## src/rtl/sd_fifo_mc_if.sv

```systemverilog
// Handshake bundle for sd_fifo_mc: write side (c_*) and read side (p_*).
// The FIFO uses the slave modport and the producer/consumer uses the master modport.
interface sd_fifo_mc_if #(
    parameter int width    = 8,
    parameter int channels = 4,
    parameter int csz      = $clog2(channels)
);
    logic             c_srdy;
    logic             c_drdy;
    logic [csz-1:0]   c_chan;
    logic             c_commit;
    logic             c_abort;
    logic [width-1:0] c_data;
    logic             p_srdy;
    logic             p_drdy;
    logic [csz-1:0]   p_chan;
    logic [width-1:0] p_data;

    modport master (
        output c_srdy, c_chan, c_commit, c_abort, c_data, p_drdy,
        input  c_drdy, p_srdy, p_chan, p_data
    );

    modport slave (
        input  c_srdy, c_chan, c_commit, c_abort, c_data, p_drdy,
        output c_drdy, p_srdy, p_chan, p_data
    );
endinterface

```

## src/rtl/sd_fifo_mc.sv

```systemverilog
// Multi-channel srdy/drdy FIFO: several logical queues share one memory, with optional
// write commit/abort and a round-robin read side feeding a 2-entry output buffer.
module sd_fifo_mc #(
    parameter int width      = 8,
    parameter int chan_depth = 64,
    parameter int channels   = 4,
    parameter bit wr_commit  = 1'b0,
    parameter int csz        = $clog2(channels),
    parameter int asz        = $clog2(chan_depth)
) (
    input  logic                        clk,
    input  logic                        reset,
    sd_fifo_mc_if.slave                 io,
    output logic [channels*(asz+1)-1:0] usage
);
    localparam int             msz      = $clog2(channels*chan_depth);
    localparam logic [asz:0]   full_cnt = (asz+1)'(chan_depth);
    localparam logic [asz-1:0] last_ptr = asz'(chan_depth-1);

    logic [width-1:0] mem [channels*chan_depth];

    logic [asz-1:0] cur_wrptr [channels];
    logic [asz-1:0] com_wrptr [channels];
    logic [asz-1:0] rdptr     [channels];
    logic [asz:0]   occ       [channels];
    logic [asz:0]   cocc      [channels];
    logic [asz:0]   occ_net   [channels];
    logic [asz:0]   cocc_net  [channels];
    logic [asz:0]   cocc_dec  [channels];

    logic [channels-1:0] wr_hit, iss_hit, com_hit, abt_hit;

    logic [csz-1:0]   rr, grant, inflight_chan;
    logic             grant_vld, issue, inflight, wr_en, pop;
    logic [2:0]       pending;
    logic [width-1:0] rd_data;

    logic [width-1:0] ob_data [2];
    logic [csz-1:0]   ob_chan [2];
    logic             ob_head;
    logic [1:0]       ob_count;

    function automatic logic [asz-1:0] ptr_inc(input logic [asz-1:0] p);
        return (p == last_ptr) ? '0 : p + asz'(1);
    endfunction

    function automatic logic [msz-1:0] mem_addr(input logic [csz-1:0] ch, input logic [asz-1:0] p);
        return msz'(ch) * msz'(chan_depth) + msz'(p);
    endfunction

    function automatic logic [csz-1:0] rr_plus(input logic [csz-1:0] base, input int i);
        int v;
        v = int'(base) + i;
        if (v >= channels) v = v - channels;
        return csz'(v);
    endfunction

    assign wr_en     = io.c_srdy & io.c_drdy;
    assign pop       = io.p_srdy & io.p_drdy;
    assign io.c_drdy = (occ[io.c_chan] != full_cnt);
    assign io.p_srdy = (ob_count != 2'd0);
    assign io.p_data = ob_data[ob_head];
    assign io.p_chan = ob_chan[ob_head];

    // Issue only while the output buffer plus the read in flight can still absorb a beat.
    assign pending = 3'(ob_count) + 3'(inflight);
    assign issue   = grant_vld && (pending < (pop ? 3'd3 : 3'd2));

    always_comb begin
        grant     = '0;
        grant_vld = 1'b0;
        for (int i = 0; i < channels; i++) begin
            if (!grant_vld && cocc[rr_plus(rr, i)] != '0) begin
                grant     = rr_plus(rr, i);
                grant_vld = 1'b1;
            end
        end
    end

    always_comb begin
        usage = '0;
        for (int k = 0; k < channels; k++) begin
            wr_hit[k]   = wr_en && (io.c_chan == csz'(k));
            iss_hit[k]  = issue && (grant == csz'(k));
            com_hit[k]  = wr_commit && io.c_commit && (io.c_chan == csz'(k));
            abt_hit[k]  = wr_commit && io.c_abort && !io.c_commit && (io.c_chan == csz'(k));
            occ_net[k]  = occ[k] + (asz+1)'(wr_hit[k]) - (asz+1)'(iss_hit[k]);
            cocc_net[k] = cocc[k] + (asz+1)'(wr_hit[k]) - (asz+1)'(iss_hit[k]);
            cocc_dec[k] = cocc[k] - (asz+1)'(iss_hit[k]);
            usage[k*(asz+1) +: asz+1] = occ[k];
        end
    end

    always_ff @(posedge clk) begin
        if (wr_en) mem[mem_addr(io.c_chan, cur_wrptr[io.c_chan])] <= io.c_data;
        if (issue) rd_data <= mem[mem_addr(grant, rdptr[grant])];
    end

    // An abort rewinds the write side to the last commit, discarding any same-cycle write.
    always_ff @(posedge clk) begin
        if (reset) begin
            for (int k = 0; k < channels; k++) begin
                cur_wrptr[k] <= '0;
                com_wrptr[k] <= '0;
                rdptr[k]     <= '0;
                occ[k]       <= '0;
                cocc[k]      <= '0;
            end
        end else begin
            for (int k = 0; k < channels; k++) begin
                if (abt_hit[k]) begin
                    cur_wrptr[k] <= com_wrptr[k];
                    occ[k]       <= cocc_dec[k];
                end else begin
                    if (wr_hit[k]) cur_wrptr[k] <= ptr_inc(cur_wrptr[k]);
                    occ[k] <= occ_net[k];
                end
                if (!wr_commit) begin
                    if (wr_hit[k]) com_wrptr[k] <= ptr_inc(com_wrptr[k]);
                    cocc[k] <= cocc_net[k];
                end else if (com_hit[k]) begin
                    com_wrptr[k] <= wr_hit[k] ? ptr_inc(cur_wrptr[k]) : cur_wrptr[k];
                    cocc[k]      <= occ_net[k];
                end else begin
                    cocc[k] <= cocc_dec[k];
                end
                if (iss_hit[k]) rdptr[k] <= ptr_inc(rdptr[k]);
            end
        end
    end

    always_ff @(posedge clk) begin
        if (reset) begin
            inflight <= 1'b0;
            rr       <= '0;
            ob_head  <= 1'b0;
            ob_count <= 2'd0;
        end else begin
            inflight <= issue;
            if (issue) rr <= (grant == csz'(channels-1)) ? '0 : grant + csz'(1);
            if (pop) ob_head <= ~ob_head;
            ob_count <= ob_count + 2'(inflight) - 2'(pop);
        end
    end

    // Slot head^count[0] is the tail; with two entries and a pop it is the slot being freed.
    always_ff @(posedge clk) begin
        if (issue) inflight_chan <= grant;
        if (inflight) begin
            ob_data[ob_head ^ ob_count[0]] <= rd_data;
            ob_chan[ob_head ^ ob_count[0]] <= inflight_chan;
        end
    end
endmodule

```

## src/flat_wrapper.sv

```systemverilog
// flat-port wrapper written by rule: the top's interface ports become plain ports
module sd_fifo_mc_flat 
#(
    parameter int width      = 8,
    parameter int chan_depth = 64,
    parameter int channels   = 4,
    parameter bit wr_commit  = 1'b0,
    parameter int csz        = $clog2(channels),
    parameter int asz        = $clog2(chan_depth)
)
  (clk, reset, usage, io_c_srdy, io_c_chan, io_c_commit, io_c_abort, io_c_data, io_p_drdy, io_c_drdy, io_p_srdy, io_p_chan, io_p_data);
  sd_fifo_mc_if #(.width(width), .channels(channels), .csz(csz)) io_i ();
  input  logic clk;
  input  logic reset;
  output logic [channels*(asz+1)-1:0] usage;
  input wire logic [$bits(io_i.c_srdy)-1:0] io_c_srdy;
  input wire logic [$bits(io_i.c_chan)-1:0] io_c_chan;
  input wire logic [$bits(io_i.c_commit)-1:0] io_c_commit;
  input wire logic [$bits(io_i.c_abort)-1:0] io_c_abort;
  input wire logic [$bits(io_i.c_data)-1:0] io_c_data;
  input wire logic [$bits(io_i.p_drdy)-1:0] io_p_drdy;
  output wire logic [$bits(io_i.c_drdy)-1:0] io_c_drdy;
  output wire logic [$bits(io_i.p_srdy)-1:0] io_p_srdy;
  output wire logic [$bits(io_i.p_chan)-1:0] io_p_chan;
  output wire logic [$bits(io_i.p_data)-1:0] io_p_data;
  assign io_i.c_srdy = io_c_srdy;
  assign io_i.c_chan = io_c_chan;
  assign io_i.c_commit = io_c_commit;
  assign io_i.c_abort = io_c_abort;
  assign io_i.c_data = io_c_data;
  assign io_i.p_drdy = io_p_drdy;
  assign io_c_drdy = io_i.c_drdy;
  assign io_p_srdy = io_i.p_srdy;
  assign io_p_chan = io_i.p_chan;
  assign io_p_data = io_i.p_data;
  sd_fifo_mc #(.width(width), .chan_depth(chan_depth), .channels(channels), .wr_commit(wr_commit), .csz(csz), .asz(asz)) u_core (.clk(clk), .reset(reset), .io(io_i), .usage(usage));
endmodule
```

## config.mk

```make
export PLATFORM = sky130hd
export DESIGN_NAME = sd_fifo_mc_flat
export DESIGN_NICKNAME = d
export VERILOG_FILES = /design/src/rtl/sd_fifo_mc_if.sv /design/src/rtl/sd_fifo_mc.sv /design/src/flat_wrapper.sv
export SDC_FILE = /design/constraint.sdc
export NUM_CORES = 2
export LEC_CHECK = 0
export CAP_MARGIN = 40
export CORE_MARGIN = 10
export CORE_UTILIZATION = 50
export DETAILED_ROUTE_END_ITERATION = 10
export PLACE_DENSITY_LB_ADDON = 0.08
export SLEW_MARGIN = 20
export SYNTH_ARGS = -nofsm -noshare
export SYNTH_HDL_FRONTEND = slang
export SYNTH_SLANG_ARGS = --single-unit
```

## constraint.sdc

```tcl
create_clock -name clk -period 6.05 [get_ports clk]
set_input_delay 1.21 -clock clk [delete_from_list [all_inputs] [get_ports clk]]
set_output_delay 1.21 -clock clk [all_outputs]
set_load 0.02 [all_outputs]
```

==> flow_metrics.tcl <==
set metrics [dict create \
    run_status "finished clean" \
    cp_top_family "compound AO/OA/AOI/OAI gates" \
    place_hpwl_um 147000 \
    clock_sink_count 2191 \
    core.rowCount 155 \
    design.die.area_um2 196000 \
    cp_slowest_stage_delay_ns 0.59 \
    max_clock_freq_ghz 0.171 \
    cts_root_buffer "clkbuf_16" \
    grt_overflow 0 \
    fin_nets 6680 \
    maxCapViolations 0 \
    yosys_synthesis_warning_count 0 \
    worst-path-buf-inv 3 \
    drt_wl_total_um 244000 \
    worst-path-stages 16 \
    most_common_cell_in_the_netlist "edfxtp_1" \
    synth-main-ff-cell "edfxtp_1" \
    synth.distinct_cells 75 \
    netlist_top_cells_area "edfxtp_1 71%, mux2i_1 4.8%, nand2_1 3.9%" \
    fin_worst_skew_ns 0.0333 \
    timing.reg2reg.setup_slack_ns 0.21 \
    worst_setup_path_endpoint "u_core.rd_data[1]$_DFFE_PN_" \
    crit_type "register to register" \
    timing.critical_path.cells "or4_4, nor2_1, mux4_2, mux2_2, nand2_2, inv_2, a211o_4, nand2_8, buf_4, buf_12, mux2i_1, o221ai_1, a41oi_1, o31ai_1, o311ai_1, nor3_1" \
    min-delay-path-class "register to register" \
    finalWeightedCongestion 0.866 \
    startpoint "u_core.cocc[3][3]$_SDFF_PP0_" \
    fin_ws_ns 0.206 \
    async_flop_share_pct 0 \
    yosys_register_bits 2191 \
    residual_drc 0 \
    sort_of_element_at_the_start_of_the_critical_path "register" \
    area_growth_pct 13.5 \
    clock_path_buffers 3 \
    reg2reg_to "u_core.rd_data[1]$_DFFE_PN_" \
    synthesis.area_um2 89400 \
    antenna_found_initial 4 \
    max-slew-margin-rel_pct 23.6 \
    drt_pre_antenna_iters 8 \
    timing.final.crit_share_pct 96.6 \
    critical_path_required_ns 6.74 \
    design.core.area_um2 178000 \
    cts.clk_slew.worst_paths_ns 0.07 \
    floorplan.io_pins 56 \
    worstSetupEndpointType "register" \
    timing.rr.start "u_core.cocc[3][3]$_SDFF_PP0_" \
    synth_area_leader_cell "edfxtp_1" \
    detail-route-antenna-nets 0 \
    avgRoutedWirePerCell_um 26.7 \
    number_of_cts_inserted_buffers 223 \
    initial_core_util_pct 50.2 \
    grt_first_pass_wirelength_um 356000 \
    number_of_vias_after_detailed_routing 54700 \
    cts_tree "done" \
    post_cts.repair.setup_buffers 0 \
    pin_count_of_the_biggest_net_entering_global_routing 151 \
    synth_seq_area_share_pct 72.8 \
    final_hold_viol_count 0 \
    timing.reg2reg.worst_path_depth 16 \
    syn_area_per_cell_um2 14.0 \
    synth_largest_type_area_fraction_pct 71.4 \
    avgViaCountPerCell 5.99 \
    critical_path_peak_fanout 40 \
    report.final.slew_viol_count 0 \
    die_width_um 443 \
    period_needed_ns 5.84 \
    synth_nets 6490 \
    preCtsSetupSlack_ns 0.122 \
    first_global_vias 53100 \
    buffer_ports.inserted 53 \
    clock_insertion_delay_worst_skew_ns 0.86 \
    post_synth_inst_count 6394 \
    synth-edff-count 2126 \
    cts-htree-levels 4 \
    worst_pin_slew_ns 1.15 \
    rsz0062_at_grt "no" \
    timing.critical_path.slowest_stage_cell "o31ai_1" \
    fraction_of_final_layout_cells_sized_beyond_drive_strength_1_pct 10.6 \
    detailedRoute.firstIterationViolations 6141 \
    crit_arrival_ns 6.54 \
    synth_commonest_cells "2126 x edfxtp_1, 929 x nand2_1, 428 x mux2i_1, 400 x nor2_1, 346 x a21oi_1" \
    die_h_um 443 \
    grt_usage_pct 24.1 \
    finalSetupViolCount 0 \
]
-- routing by layer --
layer,share of wire (%),wire (um),global-route usage [%]
met1,43,105000,34.2
met2,47,114000,38.3
met3,7.6,18700,4.25
met4,2.8,6810,7.07
met5,0.0033,8,0
-- worst min-delay path by stage --
stage	slack, ns	startpoint	depth (start not counted)	endpoint
after global routing	0.46	u_core.inflight_chan[0]$_DFFE_PN_	0	u_core.ob_chan[1][0]$_DFFE_PP_
final	0.45	u_core.inflight_chan[0]$_DFFE_PN_	0	u_core.ob_chan[1][0]$_DFFE_PP_
after detailed placement	0.44	u_core.inflight_chan[0]$_DFFE_PN_	0	u_core.ob_chan[1][0]$_DFFE_PP_
after floorplan	0.42	u_core.inflight_chan[0]$_DFFE_PN_	0	u_core.ob_chan[0][0]$_DFFE_PP_
after CTS	0.45	u_core.inflight_chan[0]$_DFFE_PN_	0	u_core.ob_chan[1][0]$_DFFE_PP_
after global placement	0.43	u_core.inflight_chan[0]$_DFFE_PN_	0	u_core.ob_chan[0][0]$_DFFE_PP_
-- timing repair --
action | 4_1_cts | 5_1_grt
endpoints found under the setup margin | 0 | 6
hold buffers | 0 | 0
gates resized for setup | 0 | 4
-- worst reg2reg max path, delay by kind of cell (launching register included) --
kind | cells | cell delay, ns
buf+inv | 3 | 0.66
simple gates | 5 | 1.63
compound gates | 5 | 2.18
flops | 1 | 0.33
mux | 3 | 0.91
-- registers in the layout, indices dropped and copies added, names as in the netlist, named ones only --
name,cells
u_core.ob_head,1
u_core.rd_data,8
u_core.ob_chan,4
u_core.mem,2048
u_core.rr,2
u_core.cur_wrptr,24
u_core.inflight_chan,2
u_core.inflight,1
u_core.occ,28
u_core.ob_count,2
u_core.cocc,28
u_core.rdptr,24
u_core.ob_data,16
-- final cells by class --
class	count	area (um^2)
multi-input cells	3677	22400
repair buffers	366	3570
fillers	14200	76700
well taps	2355	2950
clock inverters	138	1140
flip-flops and latches	2191	65100
clock buffers	280	5860
diodes	3	7.51
inverters	125	470
-- kinds of logic after synthesis --
family                     Yosys count  synth area share [%]
AOI/OAI and AO/OA                 1128                  8.03
xor gates and xnor gates            79                 0.774
adders and majority gates           80                  1.19
buffers and inverters              527                  2.42
DFF                               2191                  72.8
muxes                              456                  5.25
and+or+nand+nor                   1933                  9.49
-- through the flow --
stage | std cells | instance area, um^2 | setup TNS (ns) | hold slack [ns] | util [%]
floorplan | 6394 | 89400 | 0 | 0.421 | -
global placement | 8648 | 93900 | -0.0534 | 0.429 | 52.7
detailed placement | 8677 | 94200 | 0 | 0.438 | 52.9
CTS | 9095 | 101000 | 0 | 0.447 | 56.8
global route | 9133 | 102000 | 0 | 0.460 | 57.0
finish | 9135 | 102000 | 0 | 0.448 | 57.0
-- placed cells by master, fill, tap and decap left out, drive strengths merged, types with 65 or more instances in the layout --
cell type,count
clkbuf,281
nand2,933
nor2,400
buf,314
a21oi,346
edfxtp,2126
nand3,258
inv,134
ha,72
clkinv,111
a211oi,102
mux2i,429
o21ai,193
dfxtp,65
and3,85
o22ai,132
a311oi,71
nor4,95
Power is not shown: default switching activity piles up to over one toggle a cycle in this logic, so the estimate is an artifact.
